`config.mk`:
```
export PLATFORM = sky130hd
export DESIGN_NAME = uart_recv
export DESIGN_NICKNAME = d
export VERILOG_FILES = /design/src/rtl/uart_pkg.sv /design/src/rtl/uart_rx_sync.sv /design/src/rtl/uart_recv.sv
export SDC_FILE = /design/constraint.sdc
export NUM_CORES = 1
export LEC_CHECK = 0
export BUFFER_PORTS_ARGS = -buffer_cell sky130_fd_sc_hd__buf_2
export CELL_PAD_IN_SITES_DETAIL_PLACEMENT = 1
export CELL_PAD_IN_SITES_GLOBAL_PLACEMENT = 1
export CORE_MARGIN = 3
export CORE_UTILIZATION = 45
export CTS_BUF_LIST = sky130_fd_sc_hd__clkbuf_16
export CTS_CLUSTER_SIZE = 12
export DETAILED_ROUTE_END_ITERATION = 7
export MAX_ROUTING_LAYER = met4
export PLACE_DENSITY = 0.83
export SETUP_SLACK_MARGIN = 0.15
export SYNTH_ARGS = -nofsm -noshare
export SYNTH_HDL_FRONTEND = slang
export SYNTH_SLANG_ARGS = --single-unit
```
`constraint.sdc`:
```
create_clock -name clk -period 2.2 [get_ports clk]
set_input_delay 0.44 -clock clk [delete_from_list [all_inputs] [get_ports clk]]
set_output_delay 0.44 -clock clk [all_outputs]
set_load 0.02 [all_outputs]
```
`src/rtl/uart_pkg.sv`:
```
// Shared types and helpers for the UART receive path.
package uart_pkg;

    localparam int unsigned BYTE_W = 8;
    localparam int unsigned IDX_W  = 3;

    // Receiver frame-tracking states.
    typedef enum logic [2:0] {
        IDLE   = 3'd0,
        START  = 3'd1,
        DATA   = 3'd2,
        PARITY = 3'd3,
        STOP   = 3'd4
    } state_t;

    // Clock cycles per line bit.
    function automatic int unsigned bit_cyc(input int unsigned clock_rate,
                                            input int unsigned baud_rate);
        return clock_rate / baud_rate;
    endfunction

    // Reload value that spaces consecutive samples one full bit apart.
    function automatic int unsigned bit_dly(input int unsigned clock_rate,
                                            input int unsigned baud_rate);
        return bit_cyc(clock_rate, baud_rate) - 1;
    endfunction

    // Reload value that moves the first sample to the middle of the start bit.
    function automatic int unsigned half_dly(input int unsigned clock_rate,
                                             input int unsigned baud_rate);
        return bit_cyc(clock_rate, baud_rate) / 2 - 1;
    endfunction

    // Even-parity bit: XOR of all data bits.
    function automatic logic even_parity(input logic [BYTE_W-1:0] d);
        return ^d;
    endfunction

endpackage

```
`src/rtl/uart_rx_sync.sv`:
```
// Brings the asynchronous rx line into the clk domain and flags falling edges.
module uart_rx_sync (
    input  logic clk,
    input  logic rst,
    input  logic rx,
    output logic rx_s,
    output logic fall
);

    logic rx_m;
    logic rx_q;

    // Two-flop synchroniser plus an edge-history flop; all idle high out of reset.
    always_ff @(posedge clk) begin
        if (rst) begin
            rx_m <= 1'b1;
            rx_s <= 1'b1;
            rx_q <= 1'b1;
        end else begin
            rx_m <= rx;
            rx_s <= rx_m;
            rx_q <= rx_s;
        end
    end

    // High for the one cycle in which the synchronised line has just dropped.
    assign fall = rx_q & ~rx_s;

endmodule

```
`src/rtl/uart_recv.sv`:
```
// UART receiver: 8 data bits LSB first, even parity, one stop bit.
module uart_recv
    import uart_pkg::*;
#(
    parameter int unsigned CLOCK_RATE = 50_000_000,
    parameter int unsigned BAUD_RATE  = 115200
) (
    input  logic              clk,
    input  logic              rst,
    input  logic              rx,
    output logic [BYTE_W-1:0] data,
    output logic              valid,
    output logic              parity_err,
    output logic              frame_err
);

    localparam int unsigned BIT_CYC = bit_cyc(CLOCK_RATE, BAUD_RATE);
    localparam int unsigned DLY_W   = (BIT_CYC > 2) ? $clog2(BIT_CYC) : 1;
    localparam logic [DLY_W-1:0] BIT_DLY  = DLY_W'(bit_dly(CLOCK_RATE, BAUD_RATE));
    localparam logic [DLY_W-1:0] HALF_DLY = DLY_W'(half_dly(CLOCK_RATE, BAUD_RATE));
    localparam logic [IDX_W-1:0] LAST_IDX = IDX_W'(BYTE_W - 1);

    logic              rx_s;
    logic              fall;

    state_t            state,      state_nxt;
    logic [DLY_W-1:0]  delay,      delay_nxt;
    logic [IDX_W-1:0]  idx,        idx_nxt;
    logic [BYTE_W-1:0] shift,      shift_nxt;
    logic              par,        par_nxt;
    logic [BYTE_W-1:0] data_nxt;
    logic              valid_nxt;
    logic              parity_err_nxt;
    logic              frame_err_nxt;

    uart_rx_sync u_sync (
        .clk  (clk),
        .rst  (rst),
        .rx   (rx),
        .rx_s (rx_s),
        .fall (fall)
    );

    // State, counters and output registers.
    always_ff @(posedge clk) begin
        if (rst) begin
            state      <= IDLE;
            delay      <= '0;
            idx        <= '0;
            shift      <= '0;
            par        <= 1'b0;
            data       <= '0;
            valid      <= 1'b0;
            parity_err <= 1'b0;
            frame_err  <= 1'b0;
        end else begin
            state      <= state_nxt;
            delay      <= delay_nxt;
            idx        <= idx_nxt;
            shift      <= shift_nxt;
            par        <= par_nxt;
            data       <= data_nxt;
            valid      <= valid_nxt;
            parity_err <= parity_err_nxt;
            frame_err  <= frame_err_nxt;
        end
    end

    // Next-state and datapath: count down to each mid-bit sample, then act on it.
    always_comb begin
        state_nxt      = state;
        delay_nxt      = delay;
        idx_nxt        = idx;
        shift_nxt      = shift;
        par_nxt        = par;
        data_nxt       = data;
        valid_nxt      = 1'b0;
        parity_err_nxt = parity_err;
        frame_err_nxt  = frame_err;

        if (delay != '0) begin
            delay_nxt = delay - DLY_W'(1);
        end else begin
            case (state)
                IDLE: begin
                    if (fall) begin
                        delay_nxt = HALF_DLY;
                        state_nxt = START;
                    end
                end
                START: begin
                    // A line already back high at mid-start was only a glitch.
                    if (!rx_s) begin
                        delay_nxt = BIT_DLY;
                        idx_nxt   = '0;
                        state_nxt = DATA;
                    end else begin
                        state_nxt = IDLE;
                    end
                end
                DATA: begin
                    shift_nxt = {rx_s, shift[BYTE_W-1:1]};
                    idx_nxt   = idx + IDX_W'(1);
                    delay_nxt = BIT_DLY;
                    if (idx == LAST_IDX) begin
                        state_nxt = PARITY;
                    end
                end
                PARITY: begin
                    par_nxt   = rx_s;
                    delay_nxt = BIT_DLY;
                    state_nxt = STOP;
                end
                STOP: begin
                    // Returning to IDLE at mid-stop leaves time to catch a back-to-back start.
                    data_nxt       = shift;
                    parity_err_nxt = par ^ even_parity(shift);
                    frame_err_nxt  = ~rx_s;
                    valid_nxt      = 1'b1;
                    state_nxt      = IDLE;
                end
                default: begin
                    state_nxt = IDLE;
                end
            endcase
        end
    end

endmodule
```
==> flow_metrics.py <==
metrics = {
    "die": {
        "io_pins": 14,
        "row_count": 22,
        "die-height_um": 68.55,
        "core_area_um2": 3716,
        "dieWidth_um": 68.55,
        "die-area_um2": 4698,
        "initial_core_util_pct": 47.37,
    },
    "clock_tree": {
        "clk_latency_ns": 0.28,
        "tritoncts.num_buffers": 5,
        "path_clk_slew_ns": 0.06,
        "postCtsSetupBuffers": 0,
        "cts_tree": "yes",
        "htreeDepth": 2,
        "cts_sinks": 38,
        "clockRootBuffer": "clkbuf_16",
        "hold_buffers": 0,
        "cts_max_path_buffers": 2,
    },
    "cells_and_area": {
        "post-route-cell-area_um2": 2006,
        "fillers": 433,
        "nets": 205,
        "n_antenna_cell": 0,
        "layout_common_cells": "38 x dfxtp_1, 20 x nor2_1, 15 x nand2_1, 13 x buf_2, 11 x mux2i_1",
        "multi_input_area_um2": 930.9,
        "final_util_pct": 53.97,
        "stdcell_count": 247,
        "layout-drive-gt1-share_pct": 26.13,
        "syn_to_final_growth_pct": 13.93,
        "regArea_um2": 760.7,
        "mostFrequentLayoutCell": "dfxtp_1",
    },
    "min_path": {
        "hold_class": "primary input to flop",
    },
    "worst_setup_path": {
        "cp_data_arrival_time_ns": 2.12,
        "required_ns": 2.36,
        "endpoint_kind": "flop",
        "critical_path.top_delay_family": "simple AND/OR/NAND/NOR gates",
        "setup.worst_path.start_class": "flop",
        "cp_cell_sequence": "inv_1, ha_1, or4b_4, or3_4, nand2_2, a21oi_2",
        "max_stage_delay_ns": 0.56,
        "slowest_stage": "or4b_4",
        "cp_max_fo": 8,
        "crit_type": "flop to flop",
        "path_buf_inv": 1,
    },
    "place": {
        "place_area_um2": 1861,
        "dp_hpwl_mm": 2.901,
        "place_ws_ns": 0.1199,
        "dp.cells": 240,
        "gp_congestion": 0.7741,
        "portBuffers": 13,
    },
    "power_and_ir_drop": {
        "ir_drop_mv": 0.4651,
        "p_clk_share_pct": 31.0,
        "p_per_area_nw_per_um2": 1084,
        "switching_power_uw": 736.5,
        "p_int_uw": 1439,
        "p_comb_share_pct": 29.3,
        "leakage_uw": 0.0007988,
        "p_sw_share_pct": 33.86,
        "seqPwrFrac_pct": 39.8,
    },
    "sta": {
        "setup_ws_ns": 0.2372,
        "setup_violations": 0,
        "skew_ns": 0.003546,
        "finalCritPeriodShare_pct": 89.22,
        "relSlewSlack_pct": 71.38,
        "rsz0062_at_grt": "false",
        "fmax_ghz": 0.5095,
        "hold_violations": 0,
        "drv_slew": 0,
        "max_slew.worst_pin.slew_ns": 0.4254,
        "layout_min_cycle_time_ns": 1.963,
        "fin_setup_tns_ns": 0,
    },
    "synth": {
        "seq_area_frac_synth_pct": 43.21,
        "dominantRegCellSynth": "dfxtp_1",
        "synthCells": 186,
        "synth-edff-count": 0,
        "ys_types": 45,
        "synth.net_count": 192,
        "avgSynthCellArea_um2": 9.465,
        "yosys_warnings": 0,
        "synthArstFlopShare_pct": 0,
        "netlist_area_um2": 1760,
        "synth_seq_cells": 38,
    },
    "detailed_routing": {
        "vias_per_cell": 5.607,
        "initialDrtViolationCount": 34,
        "route.detailed.drc": 0,
        "final_antenna_net_count": 0,
        "wl_per_cell_um": 16.60,
        "routed-via-count": 1385,
        "firstDrtPassIters": 4,
        "drt-total-wl_mm": 4.100,
    },
    "global_route": {
        "grt_pass1_vias": 1481,
        "gr-usage-all-layers_pct": 21.29,
        "grt_max_degree": 26,
        "antenna_found_initial": 0,
        "overflow": 0,
        "grt_first_pass_wirelength_mm": 7.072,
    },
    "flow_run": {
        "drv_cap": 0,
    },
    "outcome": {
        "status": "completed",
    },
}
## state kept, by name, summed over array words and instances, names as in the netlist
register	count
state	3
delay	9
valid	1
par	1
idx	3
u_sync.rx_m	1
shift	8
u_sync.rx_q	1
u_sync.rx_s	1
frame_err	1
parity_err	1
data	8
## layer usage
layer  global-route usage (%)  part of all wire, %
met5                        -                    0
met4                    9.429                  1.8
met3                    5.511                  3.3
met2                    36.83                   52
met1                    22.75                   43
## power groups by stage
stage	Clock [µW]	Combinational (µW)	Sequential, µW
after global placement	0	574	863
after detailed placement	0	602	877
final	673	637	865
after floorplan	0	493	844
after global routing	716	725	879
after CTS	682	626	863
## what timing repair did
item | 4_1_cts | 5_1_grt
resized for setup | 1 | 2
pin swaps | 0 | 1
endpoints found under the hold margin | 0 | 0
endpoints found under the setup margin | 9 | 4
## Yosys cell counts, types with 2 or more instances
cell type	count	area share (%)
a31oi_1	2	0.71
or4_1	3	1.3
a21o_1	2	0.85
a211oi_1	4	1.7
dfxtp_1	38	43
or4b_1	2	1.1
a21oi_1	8	2.3
xnor2_1	6	3.0
nor2b_1	2	0.71
nand4_1	3	1.1
nand2_1	16	3.4
ha_1	3	2.1
clkbuf_1	7	1.5
buf_2	2	0.57
or2_2	3	1.1
inv_1	4	0.85
mux2i_1	11	6.3
buf_4	2	0.85
a311oi_1	2	1.0
a22oi_1	2	0.85
nand2b_1	3	1.1
nand2_2	8	2.8
a21oi_2	8	4.0
nor2_1	21	4.5
nor4_1	2	0.71
nand3_1	2	0.57
nand3b_1	2	0.85
## cells by family (layout without fill, tap and decap cells)
| logic type | Yosys count | count (layout) | synth area share (%) |
|---|---|---|---|
| simple gates | 75 | 75 | 23.67 |
| mux | 11 | 11 | 6.255 |
| compound gates | 36 | 36 | 16.06 |
| flops | 38 | 38 | 43.21 |
| fa+ha+maj | 3 | 3 | 2.132 |
| xor+xnor | 7 | 7 | 4.264 |
| buf+inv | 16 | 29 | 4.406 |
## final cells by class
| cell class | instances | area share [%] |
|---|---|---|
| Clock buffer | 5 | 6.238 |
| Clock inverter | 2 | 0.5614 |
| Tap cell | 48 | 2.994 |
| Timing Repair Buffer | 18 | 5.115 |
| Sequential cell | 38 | 37.93 |
| Multi-Input combinational cell | 132 | 46.41 |
| Inverter | 4 | 0.7486 |
## final timing paths
kind / endpoint / slack [ns] / cells after the start / from
worst max-delay path: shift[4] / 0.24 / 6 / delay[0]
worst min-delay path: u_sync.rx_m / 0.34 / 2 / rx
worst max register to register: shift[4] / 0.24 / 6 / delay[0]
worst min register to register: u_sync.rx_s / 0.41 / 1 / u_sync.rx_m
## worst register-to-register path: stages, from the launching register on
cell,delay [ns]
dfxtp_1,0.34
inv_1,0.06
ha_1,0.22
or4b_4,0.56
or3_4,0.50
nand2_2,0.11
a21oi_2,0.06
## through the flow
stage,hold slack [ns],power [µW]
after CTS,0.3384,2171
after detailed placement,0.4025,1480
final,0.3414,2175
after global routing,0.3488,2319
after global placement,0.3943,1437
after floorplan,0.3895,1337
No activity file was read; power rests on OpenSTA's default activity.
